`src/rtl/factor_search_engine.sv`:
```
// factor_search_engine: brute-force search for a nontrivial factor pair a*b == target.
// Candidates are visited with a as the outer ascending loop and b as the inner one.
// Each product is built by a shift-add multiplier, one bit of b per cycle, and then
// compared against the latched target in a single check cycle.
module factor_search_engine #(
  parameter int A_W = 4,
  parameter int B_W = 3,
  localparam int N_W = A_W + B_W
) (
  input  logic           clk,
  input  logic           rst_n,
  input  logic           start,
  input  logic           abort,
  input  logic [N_W-1:0] target,
  output logic           busy,
  output logic           done,
  output logic           found,
  output logic [A_W-1:0] a_out,
  output logic [B_W-1:0] b_out
);

  localparam int K_W = (B_W > 1) ? $clog2(B_W) : 1;
  localparam logic [A_W-1:0] A_MAX = {A_W{1'b1}};
  localparam logic [B_W-1:0] B_MAX = {B_W{1'b1}};
  localparam logic [K_W-1:0] K_LAST = K_W'(B_W - 1);

  typedef enum logic [1:0] {
    IDLE  = 2'd0,
    MUL   = 2'd1,
    CHECK = 2'd2,
    DONE  = 2'd3
  } state_t;

  state_t         state;
  logic [N_W-1:0] tgt;
  logic [A_W-1:0] a;
  logic [B_W-1:0] b;
  logic [N_W-1:0] acc;
  logic [K_W-1:0] k;

  // Search controller, shift-add datapath and registered status outputs in one block
  always_ff @(posedge clk or negedge rst_n) begin
    if (!rst_n) begin
      state <= IDLE;
      tgt   <= '0;
      a     <= '0;
      b     <= '0;
      acc   <= '0;
      k     <= '0;
      busy  <= 1'b0;
      done  <= 1'b0;
      found <= 1'b0;
      a_out <= '0;
      b_out <= '0;
    end else begin
      done <= 1'b0;
      case (state)
        IDLE, DONE: begin
          // abort in these states only suppresses a simultaneous start
          if (start && !abort) begin
            tgt   <= target;
            a     <= A_W'(2);
            b     <= B_W'(2);
            acc   <= '0;
            k     <= '0;
            found <= 1'b0;
            a_out <= '0;
            b_out <= '0;
            busy  <= 1'b1;
            state <= MUL;
          end
        end
        MUL: begin
          if (abort) begin
            busy  <= 1'b0;
            state <= IDLE;
          end else begin
            if (b[k]) begin
              acc <= acc + (N_W'(a) << k);
            end
            if (k == K_LAST) begin
              state <= CHECK;
            end else begin
              k <= k + 1'b1;
            end
          end
        end
        CHECK: begin
          // abort outranks a hit so a cancelled search never reports a result
          if (abort) begin
            busy  <= 1'b0;
            state <= IDLE;
          end else if (acc == tgt) begin
            a_out <= a;
            b_out <= b;
            found <= 1'b1;
            done  <= 1'b1;
            busy  <= 1'b0;
            state <= DONE;
          end else if (b != B_MAX) begin
            b     <= b + 1'b1;
            acc   <= '0;
            k     <= '0;
            state <= MUL;
          end else if (a != A_MAX) begin
            a     <= a + 1'b1;
            b     <= B_W'(2);
            acc   <= '0;
            k     <= '0;
            state <= MUL;
          end else begin
            found <= 1'b0;
            done  <= 1'b1;
            busy  <= 1'b0;
            state <= DONE;
          end
        end
        default: begin
          busy  <= 1'b0;
          state <= IDLE;
        end
      endcase
    end
  end

endmodule

```
`config.mk`:
```
export PLATFORM = sky130hd
export DESIGN_NAME = factor_search_engine
export DESIGN_NICKNAME = d
export VERILOG_FILES = /design/src/rtl/factor_search_engine.sv
export SDC_FILE = /design/constraint.sdc
export NUM_CORES = 1
export LEC_CHECK = 0
export CELL_PAD_IN_SITES_DETAIL_PLACEMENT = 1
export CELL_PAD_IN_SITES_GLOBAL_PLACEMENT = 1
export CORE_AREA = 4 4 67 94
export CTS_CLUSTER_DIAMETER = 60
export DETAILED_ROUTE_END_ITERATION = 6
export DIE_AREA = 0 0 71 98
export PLACE_DENSITY_LB_ADDON = 0.1
export SLEW_MARGIN = 20
export SYNTH_ARGS = -nofsm -noshare
export SYNTH_HDL_FRONTEND = slang
export SYNTH_SLANG_ARGS = --single-unit
```
`constraint.sdc`:
```
create_clock -name clk -period 2.5 [get_ports clk]
set_input_delay 0.25 -clock clk [delete_from_list [all_inputs] [get_ports clk]]
set_output_delay 0.25 -clock clk [all_outputs]
set_load 0.05 [all_outputs]
```
* Yosys cells after proc, flatten, opt, wreduce, memory -nomap -nowiden
Cells that the tools add are included.
** Storage, ports and cells
- Bits in registers :: 35
- Output and inout port bits :: 10
** Operators by class
- Reduce and logical (&&, ||, !) cells :: 14
- Equal/unequal tests :: 23
- Shift operators :: 1
- Magnitude comparators :: 1
- Multiplexer cells :: 62
- Add/sub/neg operators :: 4
** Operator list (number)
- $mux 7 :: 7
- $mux 4 :: 8
- $mux 2 :: 14
- $mux 3 :: 8
- $pmux 7 s3 :: 1
- $ne 2x2->1 const B :: 10
- $reduce_and 6->1 :: 3
- $pmux 4 s2 :: 2
- $mux 1 :: 15
- $ne 3x3->1 const B :: 5
- $ne 4x4->1 const B :: 3
- $pmux 2 s3 :: 2
- $pmux 3 s2 :: 2
- $reduce_and 5->1 :: 2
- $reduce_and 4->1 :: 2
- $add 7x7->7 :: 1
- $eq 7x7->1 :: 1
- $shl 4x2->7 :: 1
- $eq 2x2->1 const B :: 3
- $add 4x1->4 const B :: 1
- $reduce_and 2->1 :: 2
- $add 3x1->3 const B :: 1
- $lt 2x3->1 const B :: 1
- $pmux 1 s3 :: 1
- other kinds (9) :: 9

* Longest topological paths before layout
Gate-level depths: netlist of the first run.
- Depth in word-level cells :: 6
- Mapped depth :: 12

* Worst setup path before layout of the first run
No wires, ideal clock.
- Kind :: register -> register
- Start point :: reg k[0]
- End point :: reg acc[6]
- Library setup time :: 121 ps
- Cell stages (with the launch flop) :: 10
- Path buffers :: 1
- Clock period less this slack :: 2352 ps
- Data arrival time :: 2231 ps
- Setup slack :: 148 ps
- Cell sequence :: dfrtp_1 -> clkbuf_1 -> mux2i_1 -> or2_2 -> fa_1 -> nand2b_1 -> a21oi_1 -> o22ai_1 -> xnor2_1 -> a22o_1
** On the way
- Word-level cells in the longest chain between the ends :: 5
- Elaborated cells on any way between the ends :: 9
** Ends and longest elaborated chain
- from (decl) :: RTL line 39 : logic [K_W-1:0] k;
- from (signal assigned) :: RTL line 84 : k <= k + 1'b1;
- $shl 4x2->7 :: RTL line 79 : acc <= acc + (N_W'(a) << k);
- $add 7x7->7 :: RTL line 79
- $mux 7 :: RTL line 78 : if (b[k]) begin
- $mux 7 :: RTL line 74 : if (abort) begin
- $pmux 7 s3 :: RTL line 57 : case (state)
- to (signal assigned) :: RTL line 79
- to (decl) :: RTL line 38 : logic [N_W-1:0] acc;
Parallel ways exist; a longest one is shown, timed or not. The select of a mux whose other input is x is not followed.
A chain may end at the register's enable or synchronous reset.

* Worst setup path in the final report of the first run
Same ends and word-level chain as after synthesis.

==> results.yml, run 1 <==
placement:
  dpl-instance-area_um2: 2430
  gp_congestion: 0.784
  io_buffer_count: 20
  post-place-ws_ps: 53.6
  dpl.hpwl_um: 4300
  dp_cells: 293
clock_network:
  clk_pin_slew_ps: 90
  cts-root-buf: "clkbuf_8"
  htree_num_levels: 2
  cts_tree: "built"
  clockBufferDepth: 2
  cts_buffers: 5
  cts_num_sinks: 35
  clock_latency_ps: 300
routing:
  drt-initial-drc-count: 108
  firstDrtPassIters: 4
  antenna_left: 0
  avgViaCountPerCell: 5.73
  drc: 0
  wire_per_inst_um: 18.5
  vias: 1736
  wl_um: 5620
die:
  num_rows: 32
  dieArea_um2: 6960
  start_util_pct: 39.4
  core_um2: 5450
  die_x_um: 71
  die_y_um: 98
  ios: 21
worst_setup_path:
  crit_path_max_fanout: 4
  crit_top_cell: "inv_1"
  r2r_end: "acc[6]$_DFFE_PN0P_"
  reg2reg_slack_ps: 160
  critical_path_arrival_ps: 2530
  crit_start: "k[0]$_DFFE_PN0P_"
  cp.required_ps: 2690
  end_kind: "flop"
  path_class: "flop to flop"
  reg2regPathDepth: 11
  cp_top_family: "adder cells"
  crit_buf_inv: 2
  r2r_start: "k[0]$_DFFE_PN0P_"
  cp_cell_sequence: "inv_1 > nand2_1 > nor2_1 > ha_2 > inv_1 > fa_1 > nand2b_4 > a21oi_2 > o22ai_1 > xnor2_1 > a22o_1"
  cp_slowest_cell: "dfrtp_2"
  slowest_delay_ps: 430
  cp-start-kind: "flop"
worst_hold_path:
  hp-class: "input port to async pin"
synth:
  syn_avg_cell_area_um2: 10.3
  synth_seq_cells: 35
  synthMostInstantiatedCell: "dfrtp_1"
  yosysTopAreaCell: "dfrtp_1"
  synth_simple_gate_area_share_pct: 16.3
  synth_top_family_by_area: "compound AO/OA/AOI/OAI gates"
  synth_xor_area_share_pct: 4.49
  synthesis.nets: 232
  synth_edf_count: 0
  synth_mux_area_share_pct: 6.01
  synthArstFlopShare_pct: 100
  yosys-top-cells-count: "35 x dfrtp_1, 15 x a22o_1, 12 x ha_1, 12 x nor2_1"
  ys_warn_count: 0
  synthCells: 208
  synth_area_leaders: "dfrtp_1 41%, ha_1 7.0%, a22o_1 6.1%, xnor2_1 4.5%, mux2_2 3.7%"
  synth_fa_ha_area_share_pct: 7.93
  synth_top_area_share_pct: 40.8
  synth_compound_area_share_pct: 20.4
  yosysUniqueCellTypes: 52
  syn_area_um2: 2140
  synth_top_flop_cell: "dfrtp_1"
  ys_seq_area_share_pct: 40.8
global_route:
  grtUsageTotal_pct: 16.7
  antenna_found_initial: 0
  grt-busiest-layer: "met2"
  overflow: 0
  grt_pass1_vias: 1956
  grt_pass1_wl_um: 9310
  gr-usage-met1_pct: 18.4
  grt_use_met2_pct: 29.9
  grt_start_max_net_pins: 36
  use_met3_pct: 3.09
timing:
  max_slew.worst_pin.slew_ps: 520
  finalHoldViolations: 0
  period_minus_slack_ps: 2340
  slew_violations: 0
  skew_ps: 12.4
  slew_headroom_pct: 65.1
  finalSetupViolCount: 0
  fin_crit_sh_pct: 93.5
  layout_setup_ws_ps: 162
  holdWs_ps: 366
  max_freq_ghz: 0.428
layout:
  final_cell_count_no_fill: 303
  design_area_um2: 2580
  diodes: 0
  nNetsFinal: 258
  layout-drive-gt1-share_pct: 16.6
  area_delta_synth_final_pct: 20.2
run:
  drv_cap: 0
outcome:
  status: "completed"
power:
  power_density_nw_per_um2: 936
  p_total_uw: 2410
  power.leakage_uw: 0.00111
  peakVddDrop_mv: 0.437
[cells in the final DEF (no fill, tap or decap), drive strengths merged, types with 3 or more instances in the layout]
cell | netlist | layout
a21o | 3 | 3
clkbuf | 5 | 5
nand2b | 8 | 8
nand2 | 10 | 10
inv | 11 | 12
a22o | 15 | 15
or2 | 3 | 3
xnor2 | 11 | 11
a21oi | 7 | 7
ha | 12 | 12
buf | 4 | 8
or4 | 3 | 3
mux2 | 7 | 7
clkdlybuf4s50 | 0 | 20
o21ai | 15 | 15
mux2i | 5 | 5
nor2 | 12 | 12
nor3 | 3 | 3
nand3 | 7 | 7
dfrtp | 35 | 35
[worst max path at each step]
stage,cells past startpoint,endpoint
CTS,11,acc[6]$_DFFE_PN0P_
finish,11,acc[6]$_DFFE_PN0P_
detailed placement,11,acc[6]$_DFFE_PN0P_
floorplan,9,acc[6]$_DFFE_PN0P_
global placement,11,acc[6]$_DFFE_PN0P_
global route,11,acc[6]$_DFFE_PN0P_
[cell type report]
cell class                 instances  area [um^2]
inverter                          11         41.3
sequential                        35          877
timing repair buffer              28          260
clock buffer                       5         68.8
tap                               68         85.1
fill                             622         2870
clock inverter                     3         47.5
multi-input combinational        153         1200
[power breakdown]
part | internal [uW] | leakage [uW] | switching [uW] | total (uW)
registers | 681 | 0.000457 | 107 | 788
clock network | 302 | 0.0000587 | 243 | 546
logic | 461 | 0.000596 | 617 | 1080
total | 1450 | 0.00111 | 967 | 2410
[metal layers]
layer	wire length, um	share of wire [%]	vias up
met4	171	3.0	0
li1	-	-	815
met2	3090	55	26
met5	0	0	-
met3	133	2.4	14
met1	2220	40	881
[through the flow]
step	setup TNS, ps	utilization [%]
floorplan	0	-
global placement	0	44.6
detailed placement	0	44.6
CTS	0	46.8
global route	-11.9	47.3
finish	0	47.3
[timing repair]
item                                    CTS  global route
endpoints found under the setup margin    0             1
hold buffers                              0             0
buffers inserted                          0             2
resized for setup                         0             4
[kinds of logic (layout without fill, tap and decap cells)]
| kind of cell | Yosys count | after routing |
|---|---|---|
| AO/OA/AOI/OAI | 59 | 59 |
| AND/OR/NAND/NOR | 58 | 58 |
| flip-flops | 35 | 35 |
| buffers and inverters | 20 | 47 |
| adder cells (fa/ha/maj) | 13 | 13 |
| multiplexers | 12 | 12 |
| XOR/XNOR | 11 | 11 |
[sequential cells by signal, summed over array words and instances (netlist names)]
name / count
acc: 7
tgt: 7
k: 2
a_out: 4
done: 1
a: 4
b: 3
state: 2
found: 1
b_out: 3
busy: 1
[worst reg2reg max path: cells and delay by family, from the launching register on]
family          cells  cell delay (ps)
simple gates        3              360
buf+inv             2              150
xor+xnor            1              140
fa+ha+maj           2              590
flops               1              430
compound gates      3              550
Power figures use the tool's default switching activity.
==> inputs of run 2 (changes only) <==
Settings changed: ABC_AREA set to 1, CORE_AREA 4 4 67 94 to 4 4 70 97, CTS_BUF_LIST set to sky130_fd_sc_hd__clkbuf_8, DIE_AREA 0 0 71 98 to 0 0 74 101.
==> run 2 against run 1 <==
Clock skew down 7.2 ps. Sequential share of layout area down 0.42 points. Synthesized cell count up 45%. Core utilization down 3.2 points. Combinational power up 39%. Cell count up 30%. Die area up 7.4%. Total power up 20%. Largest cell class unchanged. Register-to-register slack better by 230 ps. Critical endpoint unchanged.
==> results.yml, run 2 <==
power:
  peakVddDrop_mv: 0.439
  power.leakage_uw: 0.00131
  power_density_nw_per_um2: 1110
worst_setup_path:
  reg2regPathDepth: 11
  critical_path_arrival_ps: 2330
  cp-start-kind: "flop"
  crit_start: "a[0]$_DFFE_PN0P_"
  r2r_start: "a[0]$_DFFE_PN0P_"
  end_kind: "flop"
  cp.required_ps: 2720
  crit_path_max_fanout: 5
  path_class: "flop to flop"
global_route:
  gr-usage-met1_pct: 18.8
  grt_pass1_vias: 2031
  grtUsageTotal_pct: 16.9
  grt_pass1_wl_um: 9540
  use_met3_pct: 1.90
  grt-busiest-layer: "met2"
  antenna_found_initial: 0
  grt_use_met2_pct: 31.6
  grt_start_max_net_pins: 36
  overflow: 0
die:
  die_x_um: 74
  die_y_um: 101
  dieArea_um2: 7470
  start_util_pct: 38.0
  ios: 21
  num_rows: 33
  core_um2: 5900
timing:
  max_freq_ghz: 0.475
  fin_crit_sh_pct: 84.1
  max_slew.worst_pin.slew_ps: 812
  finalSetupViolCount: 0
  finalHoldViolations: 0
  slew_violations: 0
  rsz0062_at_grt: "no"
  skew_ps: 5.15
  slew_headroom_pct: 45.9
  setup_tns_ps: 0
  period_minus_slack_ps: 2100
synth:
  synthesis.nets: 326
  synthMostInstantiatedCell: "nand2_1"
  synthArstFlopShare_pct: 100
  yosysUniqueCellTypes: 31
  synthCells: 302
  syn_avg_cell_area_um2: 7.42
  synth_area_leaders: "dfrtp_1 39%, nand2_1 16%, inv_1 7.2%, ha_1 6.7%, o21ai_0 5.6%"
  synth_edf_count: 0
  synth_top_flop_cell: "dfrtp_1"
  yosys-top-cells-count: "95 x nand2_1, 43 x inv_1, 35 x dfrtp_1, 25 x o21ai_0, 21 x nand3_1"
  ys_seq_area_share_pct: 39.1
  syn_area_um2: 2240
  synth_seq_cells: 35
  yosysTopAreaCell: "dfrtp_1"
  ys_warn_count: 0
  synth_top_area_share_pct: 39.1
layout:
  nNetsFinal: 348
  utilization_pct: 44.1
  largestRegisters: "acc x7, tgt x7"
  final_common_cell: "nand2_1"
  final_cell_count_no_fill: 395
  area_delta_synth_final_pct: 16.2
  final_cell_mix: "95 x nand2_1, 43 x inv_1, 35 x dfrtp_1"
  diodes: 0
  layout-drive-gt1-share_pct: 10.2
routing:
  antenna_left: 0
  wire_per_inst_um: 14.5
  wl_um: 5730
  drt-initial-drc-count: 74
  avgViaCountPerCell: 5.08
  firstDrtPassIters: 5
  drc: 0
  vias: 2008
clock_network:
  clk_pin_slew_ps: 80
  clockBufferDepth: 2
  cts_buffers: 5
  htree_num_levels: 2
  clock_latency_ps: 290
  cts-root-buf: "clkbuf_8"
  cts_tree: "built"
  cts_setup_buffers: 0
  cts_hold_buf: 0
  ctsResizeCount: 0
  cts_num_sinks: 35
outcome:
  status: "completed"
placement:
  dpl.hpwl_um: 4550
  dp_cells: 387
  gp_congestion: 0.829
  io_buffer_count: 20
worst_hold_path:
  hp-class: "input port to async pin"
run:
  drv_cap: 0
-- run 2: changes by cell type after synthesis, sizes merged, moves of 6 or more --
cell | before | now
o21ai | 15 | 36
nand4 | 2 | 8
inv | 11 | 46
a22o | 15 | 0
nand2 | 10 | 100
mux2 | 7 | 1
nand3 | 7 | 22
xnor2 | 11 | 1
nand2b | 8 | 0
-- run 2: worst max-delay path, cell delays in order (launching register included) --
cell and delay, ps:
dfrtp_1 430, inv_1 130, nand2_1 70, o21ai_0 110, nor2_1 170, inv_1 80, fa_1 440, inv_1 90
nand4_1 130, nand3b_1 120, nand3_1 90, o21ai_2 160
-- run 2: metrics by stage --
| stage | worst slack (ps) | hold slack, ps | total power [uW] | instance area [um^2] |
|---|---|---|---|---|
| 2_1_floorplan | 606 | -45.6 | 2020 | 2240 |
| 3_3_place_gp | 463 | 407 | 2370 | 2490 |
| 3_5_place_dp | 374 | 389 | 2410 | 2490 |
| 4_1_cts | 356 | 68.2 | 2950 | 2610 |
| 5_1_grt | 172 | 104 | 3190 | 2610 |
| 6_report | 397 | 47.6 | 2900 | 2610 |
-- run 2: path summary, 6_finish.rpt --
kind	end	slack, ps
worst max-delay path	acc[6]$_DFFE_PN0P_	400
worst min-delay path	done$_DFF_PN0_	50
worst max register to register	acc[6]$_DFFE_PN0P_	400
worst min register to register	b_out[2]$_DFFE_PN0P_	490
max in group asynchronous	a_out[1]$_DFFE_PN0P_	1940
min in group clk	b_out[2]$_DFFE_PN0P_	490
-- run 2: layer usage --
layer / vias up / part of all wire, %
met4: 0 / 1.4
li1: 1004 / -
met2: 17 / 57
met5: - / 0
met1: 981 / 40
met3: 6 / 2.0
-- run 2: cell families (layout without fill, tap and decap cells) --
logic type	Yosys count	in the layout	synth area share, %
multiplexers	2	2	0.949
XOR/XNOR	3	3	1.17
adder cells (fa/ha/maj)	13	13	7.59
AO/OA/AOI/OAI	42	42	11.4
flip-flops	35	35	39.1
AND/OR/NAND/NOR	155	155	30.4
buffers and inverters	52	75	9.43
-- run 2: layout make-up --
cell class | count | area [um^2]
clock inverter | 3 | 43.8
sequential | 35 | 876
clock buffer | 5 | 68.8
timing repair buffer | 21 | 203
fill | 765 | 3300
tap | 70 | 87.6
multi-input combinational | 215 | 1150
inverter | 46 | 173
-- run 2: power breakdown --
group	leakage, uW	internal (uW)	switching, uW
clock network	0.0000581	297	232
registers	0.000464	722	146
logic	0.000788	494	1010
